**config.mk**
```make
export PLATFORM = sky130hd
export DESIGN_NAME = kbd_grid_cursor_flat
export DESIGN_NICKNAME = d
export VERILOG_FILES = /design/src/rtl/kbd_grid_cursor_if.sv /design/src/rtl/kbd_grid_cursor.sv /design/src/flat_wrapper.sv
export SDC_FILE = /design/constraint.sdc
export NUM_CORES = 1
export LEC_CHECK = 0
export ABC_AREA = 0
export CAP_MARGIN = 20
export CORE_UTILIZATION = 40
export DETAILED_ROUTE_END_ITERATION = 7
export SLEW_MARGIN = 0
export SYNTH_ARGS = -nofsm -noshare
export SYNTH_HDL_FRONTEND = slang
export SYNTH_SLANG_ARGS = --single-unit
```
**constraint.sdc**
```tcl
create_clock -name clk -period 6.4 [get_ports clk]
set_input_delay 1.28 -clock clk [delete_from_list [all_inputs] [get_ports clk]]
set_output_delay 1.28 -clock clk [all_outputs]
set_load 0.005 [all_outputs]
```
**src/rtl/kbd_grid_cursor_if.sv**
```systemverilog
// Key-event input and cell-entry output bundle for kbd_grid_cursor.
// master = the cursor block itself, slave = the keyboard/consumer side.
interface kbd_grid_cursor_if;
    logic [7:0] kbd_data;
    logic [2:0] kbd_type;
    logic       kbd_tot;
    logic [4:0] entry_data;
    logic       entry_valid;
    logic       entry_ready;
    logic [4:0] entry_count;
    logic       overflow;

    modport master (
        input  kbd_data, kbd_type, kbd_tot, entry_ready,
        output entry_data, entry_valid, entry_count, overflow
    );

    modport slave (
        output kbd_data, kbd_type, kbd_tot, entry_ready,
        input  entry_data, entry_valid, entry_count, overflow
    );
endinterface

```
**src/rtl/kbd_grid_cursor.sv**
```systemverilog
// Keyboard-driven grid cursor with blink phase and a FIFO of selected cell indices.
// Define KBD_GRID_WRAP_EN to make the cursor wrap at grid edges instead of saturating.
module kbd_grid_cursor #(
    parameter int GRID_W       = 6,
    parameter int GRID_H       = 4,
    parameter int FIFO_DEPTH   = 16,
    parameter int BLINK_CYCLES = 41000000
) (
    input  logic              clk,
    input  logic              rst,
    kbd_grid_cursor_if.master bus,
    output logic [2:0]        cur_x,
    output logic [1:0]        cur_y,
    output logic              cursor_on
);
    localparam int PW = $clog2(FIFO_DEPTH);
    localparam int CW = PW + 1;
    localparam int BW = (BLINK_CYCLES > 1) ? $clog2(BLINK_CYCLES) : 1;
    localparam logic [2:0]    X_MAX      = 3'(GRID_W - 1);
    localparam logic [1:0]    Y_MAX      = 2'(GRID_H - 1);
    localparam logic [CW-1:0] FULL_COUNT = CW'(FIFO_DEPTH);
    localparam logic [BW-1:0] BLINK_LAST = BW'(BLINK_CYCLES - 1);

`ifdef KBD_GRID_WRAP_EN
    localparam bit WRAP = 1'b1;
`else
    localparam bit WRAP = 1'b0;
`endif

    // Keys are matched as {extended, scan code}
    localparam logic [8:0] KEY_UP    = 9'h175;
    localparam logic [8:0] KEY_DOWN  = 9'h172;
    localparam logic [8:0] KEY_LEFT  = 9'h16B;
    localparam logic [8:0] KEY_RIGHT = 9'h174;
    localparam logic [8:0] KEY_ENTER = 9'h05A;
    localparam logic [8:0] KEY_BKSP  = 9'h066;
    localparam logic [8:0] KEY_ESC   = 9'h076;

    typedef enum logic {IDLE, HELD} state_t;
    typedef enum logic [2:0] {
        ACT_NONE, ACT_UP, ACT_DOWN, ACT_LEFT, ACT_RIGHT, ACT_ENTER, ACT_BKSP, ACT_ESC
    } action_t;

    state_t        state_q, state_d;
    logic [8:0]    held_code_q, held_code_d;
    logic [2:0]    cur_x_q, cur_x_d;
    logic [1:0]    cur_y_q, cur_y_d;
    logic          cursor_on_q, cursor_on_d;
    logic [BW-1:0] blink_cnt_q, blink_cnt_d;
    logic [PW-1:0] head_q, head_d;
    logic [PW-1:0] tail_q, tail_d;
    logic [CW-1:0] count_q, count_d;
    logic          overflow_q, overflow_d;
    logic [4:0]    mem_q [FIFO_DEPTH];

    logic [8:0] key;
    logic       is_make;
    logic       is_break;
    action_t    key_action;
    action_t    action;
    logic       moved;
    logic       pop;
    logic       full;
    logic       push;
    logic       bksp_apply;
    logic [4:0] cell_index;

    always_comb begin
        is_make  = bus.kbd_tot && (bus.kbd_type == 3'd1 || bus.kbd_type == 3'd2);
        is_break = bus.kbd_tot && (bus.kbd_type == 3'd3 || bus.kbd_type == 3'd4);
        key      = {(bus.kbd_type == 3'd2 || bus.kbd_type == 3'd4), bus.kbd_data};
        case (key)
            KEY_UP:    key_action = ACT_UP;
            KEY_DOWN:  key_action = ACT_DOWN;
            KEY_LEFT:  key_action = ACT_LEFT;
            KEY_RIGHT: key_action = ACT_RIGHT;
            KEY_ENTER: key_action = ACT_ENTER;
            KEY_BKSP:  key_action = ACT_BKSP;
            KEY_ESC:   key_action = ACT_ESC;
            default:   key_action = ACT_NONE;
        endcase
    end

    // Typematic suppression: a repeated make of the held key does nothing
    always_comb begin
        state_d     = state_q;
        held_code_d = held_code_q;
        action      = ACT_NONE;
        case (state_q)
            IDLE: begin
                if (is_make && key_action != ACT_NONE) begin
                    action      = key_action;
                    held_code_d = key;
                    state_d     = HELD;
                end
            end
            HELD: begin
                if (is_make && key_action != ACT_NONE && key != held_code_q) begin
                    action      = key_action;
                    held_code_d = key;
                end else if (is_break && key == held_code_q) begin
                    state_d = IDLE;
                end
            end
            default: state_d = IDLE;
        endcase
    end

    always_comb begin
        cur_x_d = cur_x_q;
        cur_y_d = cur_y_q;
        moved   = 1'b0;
        case (action)
            ACT_UP: begin
                moved   = 1'b1;
                cur_y_d = (cur_y_q == 2'd0) ? (WRAP ? Y_MAX : 2'd0) : cur_y_q - 2'd1;
            end
            ACT_DOWN: begin
                moved   = 1'b1;
                cur_y_d = (cur_y_q == Y_MAX) ? (WRAP ? 2'd0 : Y_MAX) : cur_y_q + 2'd1;
            end
            ACT_LEFT: begin
                moved   = 1'b1;
                cur_x_d = (cur_x_q == 3'd0) ? (WRAP ? X_MAX : 3'd0) : cur_x_q - 3'd1;
            end
            ACT_RIGHT: begin
                moved   = 1'b1;
                cur_x_d = (cur_x_q == X_MAX) ? (WRAP ? 3'd0 : X_MAX) : cur_x_q + 3'd1;
            end
            ACT_ESC: begin
                cur_x_d = 3'd0;
                cur_y_d = 2'd0;
            end
            default: ;
        endcase
    end

    always_comb begin
        if (moved) begin
            blink_cnt_d = '0;
            cursor_on_d = 1'b1;
        end else if (blink_cnt_q == BLINK_LAST) begin
            blink_cnt_d = '0;
            cursor_on_d = ~cursor_on_q;
        end else begin
            blink_cnt_d = blink_cnt_q + BW'(1);
            cursor_on_d = cursor_on_q;
        end
    end

    assign cell_index = ({3'd0, cur_y_q} * 5'(GRID_W)) + {2'd0, cur_x_q};

    // A pop frees the slot a full-FIFO push needs; with one entry left it beats Backspace
    always_comb begin
        full       = (count_q == FULL_COUNT);
        pop        = (count_q != '0) && bus.entry_ready;
        push       = 1'b0;
        bksp_apply = 1'b0;
        overflow_d = 1'b0;
        head_d     = head_q;
        tail_d     = tail_q;
        count_d    = count_q;
        if (action == ACT_ESC) begin
            head_d  = '0;
            tail_d  = '0;
            count_d = '0;
        end else begin
            if (action == ACT_ENTER) begin
                if (!full || pop) begin
                    push = 1'b1;
                end else begin
                    overflow_d = 1'b1;
                end
            end
            if (action == ACT_BKSP && count_q != '0 && !(pop && count_q == CW'(1))) begin
                bksp_apply = 1'b1;
            end
            if (pop) begin
                head_d = head_q + PW'(1);
            end
            if (push) begin
                tail_d = tail_q + PW'(1);
            end else if (bksp_apply) begin
                tail_d = tail_q - PW'(1);
            end
            count_d = count_q + CW'(push) - CW'(pop) - CW'(bksp_apply);
        end
    end

    always_ff @(posedge clk) begin
        if (rst) begin
            state_q     <= IDLE;
            held_code_q <= '0;
            cur_x_q     <= '0;
            cur_y_q     <= '0;
            cursor_on_q <= 1'b1;
            blink_cnt_q <= '0;
            head_q      <= '0;
            tail_q      <= '0;
            count_q     <= '0;
            overflow_q  <= 1'b0;
        end else begin
            state_q     <= state_d;
            held_code_q <= held_code_d;
            cur_x_q     <= cur_x_d;
            cur_y_q     <= cur_y_d;
            cursor_on_q <= cursor_on_d;
            blink_cnt_q <= blink_cnt_d;
            head_q      <= head_d;
            tail_q      <= tail_d;
            count_q     <= count_d;
            overflow_q  <= overflow_d;
        end
    end

    // Slot contents need no reset; entry_data is masked while the FIFO is empty
    always_ff @(posedge clk) begin
        if (push) begin
            mem_q[tail_q] <= cell_index;
        end
    end

    assign bus.entry_data  = (count_q != '0) ? mem_q[head_q] : 5'd0;
    assign bus.entry_valid = (count_q != '0);
    assign bus.entry_count = 5'(count_q);
    assign bus.overflow    = overflow_q;
    assign cur_x           = cur_x_q;
    assign cur_y           = cur_y_q;
    assign cursor_on       = cursor_on_q;
endmodule
```
**src/flat_wrapper.sv**
```systemverilog
// flat-port wrapper written by rule: the top's interface ports become plain ports
module kbd_grid_cursor_flat 
#(
    parameter int GRID_W       = 6,
    parameter int GRID_H       = 4,
    parameter int FIFO_DEPTH   = 16,
    parameter int BLINK_CYCLES = 41000000
)
  (clk, rst, cur_x, cur_y, cursor_on, bus_kbd_data, bus_kbd_type, bus_kbd_tot, bus_entry_ready, bus_entry_data, bus_entry_valid, bus_entry_count, bus_overflow);
  kbd_grid_cursor_if bus_i ();
  input  logic clk;
  input  logic rst;
  output logic [2:0] cur_x;
  output logic [1:0] cur_y;
  output logic cursor_on;
  input wire logic [$bits(bus_i.kbd_data)-1:0] bus_kbd_data;
  input wire logic [$bits(bus_i.kbd_type)-1:0] bus_kbd_type;
  input wire logic [$bits(bus_i.kbd_tot)-1:0] bus_kbd_tot;
  input wire logic [$bits(bus_i.entry_ready)-1:0] bus_entry_ready;
  output wire logic [$bits(bus_i.entry_data)-1:0] bus_entry_data;
  output wire logic [$bits(bus_i.entry_valid)-1:0] bus_entry_valid;
  output wire logic [$bits(bus_i.entry_count)-1:0] bus_entry_count;
  output wire logic [$bits(bus_i.overflow)-1:0] bus_overflow;
  assign bus_i.kbd_data = bus_kbd_data;
  assign bus_i.kbd_type = bus_kbd_type;
  assign bus_i.kbd_tot = bus_kbd_tot;
  assign bus_i.entry_ready = bus_entry_ready;
  assign bus_entry_data = bus_i.entry_data;
  assign bus_entry_valid = bus_i.entry_valid;
  assign bus_entry_count = bus_i.entry_count;
  assign bus_overflow = bus_i.overflow;
  kbd_grid_cursor #(.GRID_W(GRID_W), .GRID_H(GRID_H), .FIFO_DEPTH(FIFO_DEPTH), .BLINK_CYCLES(BLINK_CYCLES)) u_core (.clk(clk), .rst(rst), .bus(bus_i), .cur_x(cur_x), .cur_y(cur_y), .cursor_on(cursor_on));
endmodule
```
**Word level (Yosys, flattened, before mapping)**

Memories as Yosys holds them, arrays and structs flattened. A register that Yosys moved wholly into a read port is not among the register bits.
Index checks and enable logic that the tools add are counted.

- Bits in registers: 56
- Memory bits (writable): 80
- Output and inout port bits: 18
- Logic and storage cells: 114
- Memories kept: 1

Memory list:

| name | depth | width | read ports | clocked after memory_dff | wr ports | RTL line | source |
|---|---|---|---|---|---|---|---|
| u_core.mem_q | 16 | 5 | 1 | 1 | 1 | kbd_grid_cursor.sv:54 | `logic [4:0] mem_q [FIFO_DEPTH];` |

- Add/sub/neg operators: 12
- Multiply operators: 1
- Equal/unequal tests: 27
- Mux-type cells: 32
- Bitwise gates (word level): 3
- Reductions and logical operators: 28

Operators with widths:

| kind | number |
|---|---|
| 9-bit == test, second input constant | 4 |
| 9-bit by 7-bit == test with 1-bit output, second input constant | 3 |
| 26-bit by 1-bit adder with 26-bit output, second input constant | 1 |
| 26-bit == test, second input constant | 1 |
| 3-bit case mux with 7 select lines | 1 |
| 3-bit == test, second input constant | 6 |
| 9-bit two-way mux | 2 |
| 9-bit case mux with 2 select lines | 1 |
| 4-bit two-way mux | 4 |
| 1-bit two-way mux | 13 |
| 3-bit by 2-bit == test with 1-bit output, second input constant | 4 |
| 3-bit two-way mux | 4 |
| 5-bit by 1-bit subtractor with 5-bit output | 2 |
| 9-bit == test | 1 |
| 1-bit logical AND | 9 |
| 9-bit != test | 1 |
| 3-bit case mux with 3 select lines | 1 |
| 3-bit nonzero test | 3 |
| 4-bit by 1-bit adder with 4-bit output, second input constant | 2 |
| 3-bit by 1-bit == test with 1-bit output, second input constant | 2 |
| 2-bit case mux with 3 select lines | 1 |
| 3-bit case mux with 2 select lines | 1 |
| 3-bit OR reduction | 2 |
| 5-bit by 1-bit adder with 5-bit output | 1 |
| 25 further kinds | 33 |

**Longest topological paths before layout**

Gate-level depths: netlist of run 1.

- Depth in word-level cells: 16
- Depth in mapped cells: 18
- Gate-level depth less buffers: 17

**Least setup slack after synthesis of run 1**

No wires, ideal clock.

- Path kind: input to register
- Start point: in bus_kbd_type[0]
- End point: reg u_core.count_q[3], in the netlist u_core.bus.entry_count[3]
- Setup time: 0.128 ns
- Arrival time: 4.197 ns
- Data required time: 6.272 ns
- Setup slack: 2.076 ns
- Stages: 13
- Path buffers: 1
- Cells stage by stage: clkbuf_1 -> inv_1 -> a221o_1 -> a21o_1 -> nor3_4 -> nand4_2 -> inv_2 -> fa_1 -> ha_1 -> ha_1 -> fa_1 -> xor2_1 -> nor2_1

- Cells in the longest elaborated chain, start to end: 15

Ends and longest elaborated chain:

| element | RTL line | source |
|---|---|---|
| start: declaration | flat_wrapper.sv:17 | `input wire logic [$bits(bus_i.kbd_type)-1:0] bus_kbd_type;` |
| 3-bit by 2-bit == test with 1-bit output or 3-bit == test (tied branches) | kbd_grid_cursor.sv:69, kbd_grid_cursor.sv:71 |  |
| 1-bit logical OR | kbd_grid_cursor.sv:71 | `key = {(bus.kbd_type == 3'd2 \|\| bus.kbd_type == 3'd4), bus.kbd_data};` |
| 9-bit by 7-bit == test with 1-bit output or 9-bit == test (tied branches) | kbd_grid_cursor.sv:72 | `case (key)` |
| 3-bit case mux with 7 select lines | kbd_grid_cursor.sv:72 |  |
| 3-bit nonzero test | kbd_grid_cursor.sv:91, kbd_grid_cursor.sv:98 |  |
| 1-bit logical AND | kbd_grid_cursor.sv:91, kbd_grid_cursor.sv:98 |  |
| 1-bit logical AND | kbd_grid_cursor.sv:98 | `if (is_make && key_action != ACT_NONE && key != held_code_q) begin` |
| 3-bit two-way mux | kbd_grid_cursor.sv:98 |  |
| 3-bit case mux with 2 select lines (*) | kbd_grid_cursor.sv:89 | `case (state_q)` |
| 3-bit == test, on equally long branches | kbd_grid_cursor.sv:168, kbd_grid_cursor.sv:175 |  |
| 1-bit two-way mux or 1-bit logical AND (tied branches) | kbd_grid_cursor.sv:168, kbd_grid_cursor.sv:175 |  |
| 1-bit two-way mux or 1-bit logical AND (tied branches) | kbd_grid_cursor.sv:163, kbd_grid_cursor.sv:175 |  |
| 5-bit by 1-bit adder with 5-bit output or 1-bit two-way mux (tied branches) | kbd_grid_cursor.sv:186, kbd_grid_cursor.sv:175 |  |
| 5-bit by 1-bit subtractor with 5-bit output or 1-bit two-way mux (tied branches) | kbd_grid_cursor.sv:186, kbd_grid_cursor.sv:163 |  |
| 5-bit by 1-bit subtractor with 5-bit output | kbd_grid_cursor.sv:186 | `count_d = count_q + CW'(push) - CW'(pop) - CW'(bksp_apply);` |
| end signal: assignment | kbd_grid_cursor.sv:211 | `count_q <= count_d;` |
| end: declaration | kbd_grid_cursor.sv:52 | `logic [CW-1:0] count_q, count_d;` |

Every way passes the cells marked *; elsewhere a longest branch is shown, timed or not. The select of a mux whose other input is x is not followed.
A chain may end at the register's enable or synchronous reset.

**Worst setup path in the final report of run 1**

- Start point: in bus_kbd_type[1]
- End point: reg u_core.count_q[3], in the netlist u_core.bus.entry_count[3]

The elaborated chain is that of the path after synthesis.

==> results of run 1 <==
flip-flops by register name, indices dropped and copies added, names as in the netlist, named ones only:
name	cells
u_core.cursor_on	1
u_core.mem_q	80
u_core.bus.entry_count	5
u_core.bus.overflow	1
u_core.cur_y	2
u_core.head_q	4
u_core.blink_cnt_q	26
u_core.state_q	1
u_core.held_code_q	9
u_core.cur_x	3
u_core.tail_q	4
final timing paths:
path,start,end,slack [ns],depth (start not counted)
worst max-delay path,bus_kbd_type[1],u_core.bus.entry_count[3],1.32,13
worst min-delay path,u_core.blink_cnt_q[0],u_core.blink_cnt_q[0],0.47,1
worst max register to register,u_core.held_code_q[8],u_core.bus.entry_count[3],3.07,12
worst min register to register,u_core.blink_cnt_q[0],u_core.blink_cnt_q[0],0.47,1
routing by layer:
layer  part of all wire  vias up  wire length [um]  track usage
met2               0.50       59              6589       0.2894
met4             0.0093        0               123      0.04733
li1                   -     2062                 -            -
met1               0.46     2078              6024       0.2128
met5                  0        -                 0            0
met3              0.035       11               462      0.05207
cell type report:
type | instances | share of cell area
Sequential cell | 140 | 0.4656
Clock inverter | 14 | 0.02458
Clock buffer | 17 | 0.05497
Timing Repair Buffer | 37 | 0.04624
Multi-Input combinational cell | 360 | 0.3649
Tap cell | 216 | 0.03492
Inverter | 18 | 0.008731
synthesized netlist by cell type, types with 2 or more instances:
| cell type | count |
|---|---|
| nand4_1 | 9 |
| mux4_2 | 25 |
| xnor2_1 | 18 |
| and3b_1 | 4 |
| and3_1 | 6 |
| o221a_2 | 2 |
| and2_1 | 11 |
| edfxtp_1 | 80 |
| nand2_1 | 25 |
| or3_1 | 2 |
| nand3b_1 | 7 |
| xor2_1 | 26 |
| nand2b_1 | 5 |
| a21o_1 | 7 |
| nor2_1 | 75 |
| nor3_1 | 10 |
| or4_1 | 3 |
| nand3_1 | 19 |
| a221o_1 | 3 |
| a31oi_1 | 7 |
| mux2i_1 | 4 |
| dfxtp_1 | 60 |
| nor4_1 | 8 |
| and4_1 | 2 |
| buf_2 | 4 |
| inv_1 | 17 |
| o21ai_0 | 10 |
| clkbuf_1 | 11 |
| nor3b_1 | 4 |
| fa_1 | 4 |
| a2111oi_2 | 2 |
| a21oi_1 | 14 |
| buf_4 | 2 |
| a211o_1 | 2 |
| o21a_1 | 3 |
| ha_1 | 20 |
| buf_1 | 2 |
stage by stage:
stage                     hold slack, ns  std cells
final                             0.4651        802
after global routing              0.4893        802
after CTS                         0.4667        801
after detailed placement          0.4535        770
after global placement            0.4446        770
after floorplan                   0.4299        538
cells by family (layout without fill, tap and decap cells):
group                      Yosys count  after routing
and+or+nand+nor                    200            200
DFF                                140            140
AOI/OAI and AO/OA                   63             63
xor gates and xnor gates            44             44
buffers and inverters               38             86
muxes                               29             29
adders and majority gates           24             24
power groups by stage:
stage / combinational [W] / clock [W] / sequential, W
global route: 0.000507 / 0.00108 / 0.00101
global placement: 0.000453 / 0 / 0.00103
CTS: 0.000467 / 0.00104 / 0.00101
floorplan: 0.000308 / 0 / 0.00101
detailed placement: 0.000465 / 0 / 0.00103
finish: 0.000456 / 0.00103 / 0.00101
critical path, stage by stage:
cell and delay, ns:
clkdlybuf4s50_1 0.55, xor2_1 0.63, nand4_1 0.35, a21o_1 0.30, nor3_4 0.29, nand4_2 0.28
inv_2 0.20, fa_1 0.45, ha_1 0.20, ha_1 0.21, fa_1 0.40, xor2_1 0.14
nor2_1 0.05
==> impl_results.md, run 1 <==
- Comb power frac: 0.183
- Cell area after layout: between 7000 and 8000 um^2
- Kind of critical path: primary input to flip-flop
- Max cap viols: 0
- Setup violators final: 0
- Data arrival time of the worst path: 5.35 ns
- Layout Area Growth over Synthesis: 17.43%
- First-pass GRT wire length: approximately 22000 um
- Vias in the first global route: 4181
- I/O pin total: 33
- Leading register cell type out of synthesis: edfxtp_1
- Mux contribution to synthesized area: 0.09151
- Clock Skews: 0.007022 ns
- Max FO, Critical Path: 11
- Final core occ: 0.4837
- Yosys top cell by area: edfxtp_1
- Antenna cell count: 0
- Placed instance area: 7116 um^2
- Mapped Avg Cell Area: ~12 um^2
- RSZ-0062 raised after global routing: false
- Sw frac: 0.2452
- Status: completed
- Pwr/cell area: around 320 nW/um^2
- HP Class: flip-flop to flip-flop
- Synth Cell Area: 6590 um^2
- Yosys warns: 0
- Clock Pin Slew Worst Setup and Hold Paths: ~0.06 ns
- Least-Margin Pin Slew: approximately 0.97 ns
- Final ANT Viol Nets: 0
- Via count: about 4200
- Most common cell after layout, fill and taps aside: edfxtp_1
- Seq pwr share: 0.405
- GRT overflow: 0
- Vias/cell: 5.249
- Slew headroom: 0.3532
- VDD IR max: between 200 and 250 uV
- Initial core utilization: 0.4119
- H-tree depth: 4
- Full die area: 16990 um^2
- Leak: 2.619 nW
- Port Buffer Count: 32
- Total nets after synthesis: 577
- CTS max path bufs: 2
- Multi-input logic area: 2824 um^2
- Max-slew violation count: 0
- Largest family of logic cells by synthesized area: simple AND/OR/NAND/NOR gates
- Tcrit/Tclk final: 0.7943
- Asr flop ratio synth: 0
- Netlist cell types: 62
- Share of cells above drive strength 1: 0.1280
- Setup Total Neg Slack: 0 ns
- DR DRC count: 0
- Final HPWL DP: 9415 um
- Die H: 130.4 um
- Period minus WS final: 5.084 ns
- Sink Count: 140
- Post-synth top area share: 0.3645
- CTS tree: yes
- Most frequent cells in the layout: 80 x edfxtp_1, 75 x nor2_1, 60 x dfxtp_1
- Largest net degree at the start of global routing: 27
- F_max: 196.7 MHz
- Setup slack after layout: 1.316 ns
- Routability cong.: around 0.87
- Main area contributors after synthesis: edfxtp_1 36%, dfxtp_1 18%, mux4_2 8.5%
- Initial antenna violation count: 0
- Total Routed Length: 13200 um
- Hold Fails Final Rpt: 0
- # fillers: 1469
- Post-CTS resize count: 0
- Post-synthesis simple-gate area fraction: 0.1578
- Kind of end point of the critical path: flip-flop
- Wire per inst: 16.46 um
- Flops & latches, synth: 140
- Worst skew pair latency: roughly 0.41 ns
- CP required: 6.67 ns
- Compound-gate portion of the synthesized area: 0.07063
- Crit path launch type: primary input
- Adder-cell share of the synthesized area: 0.05012
- Power share of the clock group: 0.412
- Pre-CTS setup slack: 0.9351 ns
- Row cnt: 46
- Register area share after synthesis: 0.5468
- Root Driver: clkbuf_16
- Die width: 130.4 um
- Setup bufs post-CTS: 0
- Post-Syn Instances: approximately 540
- EDFF count, synth: 80
- GRT Util Overall: 0.1714
- Initial DRC count: 281
- Total power: 0.002490 W
- Post-Synth XOR/XNOR Area: 0.05848
- Net Sw Power: 0.0006105 W
- CTS buffer count: 17
- Internal power: 0.001880 W
- Register Area: between 3000 and 4000 um^2
- TritonRoute pass-1 iters: 4
- Fin nets: between 600 and 700
- Post-cts hold buffer count: 0
- Core area: 16000 um^2
No activity file was read; power rests on OpenSTA's default activity.
==> inputs of run 2 (changes only) <==
clock period = 5.2 ns   (was 6.4 ns; I/O delays follow)
==> run 2 against run 1 <==
Die area stayed put. Critical path depth stayed put. Power is 23% higher. Clock power is 22% higher. Count of clock-buffer cells in the layout is 6 higher. Highest routed layer unchanged.
==> impl_results.md, run 2 (synthesis results as in run 1) <==
- H-tree depth: 4 (unchanged)
- R2R depth: 12 (unchanged)
- Final Non-Filler Cells: 809 (+0.87%)
- Sink Count: 140 (unchanged)
- CTS buffer count: 17 (unchanged)
- Root Driver: clkbuf_16
- Leak: 2.647 nW (+1.0%)
- Fin nets: 619 (+0.98%)
- Slew headroom: 0.3548 (+0.001590)
- Final core occ: 0.4870 (+0.003362)
- Worst r2r src: u_core.held_code_q[8]
- Cell family with most CP delay: adder cells
- GRT overflow: 0 (unchanged)
- Initial DRC count: 218 (-22%)
- Min-Delay Endpoint: u_core.blink_cnt_q[0]
- Post-cts hold buffer count: 0 (unchanged)
- TritonRoute pass-1 iters: 4 (unchanged)
- Worst path slowest cell: xor2_1
- VDD IR max: 335.1 uV (+55%)
- Total Routed Length: 13260 um (+0.43%)
- Crit path from: bus_kbd_type[1]
- Final HPWL DP: 9305 um (-1.2%)
- RR Endpoint: u_core.bus.entry_count[3]
- Row cnt: 46 (unchanged)
- Via count: 4242 (+0.76%)
- I/O pin total: 33 (unchanged)
- Largest net degree at the start of global routing: 27 (unchanged)
- Hold slack: 0.4580 ns (-0.007182 ns)
- Most frequent cells in the layout: 80 x edfxtp_1, 75 x nor2_1, 60 x dfxtp_1
- Data arrival time of the worst path: 4.91 ns (-0.44 ns)
- Status: completed
- Max cap viols: 0 (unchanged)
- GRT Util Overall: 0.1720 (+0.0005219)
- Period minus WS final: ~4.6 ns
- Vias/cell: 5.244 (-0.11%)
- Cell area after layout: 7792 um^2 (+0.70%)
- CP cell instances: clkdlybuf4s50_1, xor2_1, nand4_1, a21oi_4, nand3_2, nor3_1, inv_1, fa_1, ha_1, ha_1, fa_1, xor2_1, nor2_1
- Pwr/cell area: 392.1 nW/um^2 (+22%)
- Full die area: 16990 um^2 (unchanged)
- Initial core utilization: 0.4119 (unchanged)
- Vias in the first global route: 4330 (+3.6%)
- Clock Pin Slew Worst Setup and Hold Paths: 0.06 ns (about the same)
- Crit path launch type: primary input
- Routability cong.: 0.8724 (-0.23%)
- RSZ-0062 raised after global routing: false
- Share of cells above drive strength 1: 0.1349 (+0.006921)
- Setup violators final: 0 (unchanged)
- Max-slew violation count: 0 (unchanged)
- Placed Cells: 775 (+0.65%)
- Buffers & Inverters on Critical Path: 2 (unchanged)
- Hold Fails Final Rpt: 0 (unchanged)
- Max FO, Critical Path: 11 (unchanged)
- CP max stage delay: 0.61 ns (-0.02 ns)
- Port Buffer Count: 32 (unchanged)
- Initial antenna violation count: 0 (unchanged)
- CP required: 5.47 ns (-1.20 ns)
- Hold Startpoint: u_core.blink_cnt_q[0]
- Die width: 130.4 um (unchanged)
- HP Class: flip-flop to flip-flop
- Top Registers: u_core.mem_q: 80 flops, u_core.blink_cnt_q: 26 flops, u_core.held_code_q: 9 flops
- Post-CTS resize count: 0 (unchanged)
- DR DRC count: 0 (unchanged)
- Kind of end point of the critical path: flip-flop
- CTS tree: yes
- Antenna cell count: 0 (unchanged)
- CTS max path bufs: 2 (unchanged)
- R2r setup slk: 2.04 ns (-1.03 ns)
- Hold path depth: 1 (unchanged)
- Die H: 130.4 um (unchanged)
- Wire per inst: 16.39 um (-0.44%)
- Most common cell after layout, fill and taps aside: edfxtp_1
- Worst skew pair latency: 0.41 ns (about the same)
- Clock Skews: 0.007344 ns (+0.0003224 ns)
- F_max: 215.3 MHz
- Most flop-heavy register: u_core.mem_q
- Final ANT Viol Nets: 0 (unchanged)
- Number of flip-flops in the largest register: 80 (unchanged)
- Setup bufs post-CTS: 0 (unchanged)
- Setup Total Neg Slack: 0 ns (unchanged)
- Tcrit/Tclk final: 0.8933
- First-pass GRT wire length: 21760 um (+0.29%)
- Least-Margin Pin Slew: 0.9665 ns (-0.002381 ns)
- Kind of critical path: primary input to flip-flop
- Core area: 16000 um^2 (unchanged)
- Layout Area Growth over Synthesis: 18.25%
- Placed instance area: 7153 um^2 (+0.53%)
run 2: where the power goes:
part	total, W	internal (W)	switching, W	leakage [nW]
Clock	0.00126	0.000810	0.000449	0.295
Combinational	0.000555	0.000316	0.000238	1.16
Sequential	0.00124	0.00119	0.0000478	1.20
run 2: metal layers:
metal / wire length [um] / GRT usage / up-vias / share of wire
met5: 0 / 0 / - / 0
met4: 182 / 0.06288 / 0 / 0.014
met3: 687 / 0.04879 / 13 / 0.052
met2: 6548 / 0.2901 / 98 / 0.49
met1: 5838 / 0.2099 / 2052 / 0.44
li1: - / - / 2079 / -
run 2: area by class of cell:
type,instances,area [um^2]
fill,1477,8208
sequential,140,3603
multi-input combinational,360,2824
clock buffer,23,489.2
timing repair buffer,43,402.9
tap,216,270.3
clock inverter,9,135.1
inverter,18,67.56
run 2: worst max path at each step:
stage / to / cells after the start
floorplan: u_core.bus.entry_count[3] / 13
global placement: u_core.bus.entry_count[3] / 13
CTS: u_core.bus.entry_count[3] / 13
finish: u_core.bus.entry_count[3] / 13
detailed placement: u_core.bus.entry_count[2] / 14
global route: u_core.bus.entry_count[4] / 17
run 2: through the flow:
| stage | total power [W] | setup WS [ns] |
|---|---|---|
| after floorplan | 0.001620 | 1.116 |
| after global placement | 0.001824 | 0.3159 |
| after detailed placement | 0.001830 | 0.1684 |
| after CTS | 0.003094 | 0.5785 |
| after global routing | 0.003205 | 0.3000 |
| final | 0.003055 | 0.5550 |
==> inputs of run 3 (changes only) <==
ABC_CLOCK_PERIOD_IN_PS = 5200   (was default)
==> results of run 3 <==
Same layout as run 2: the final DEF is identical, and so are final timing and power.
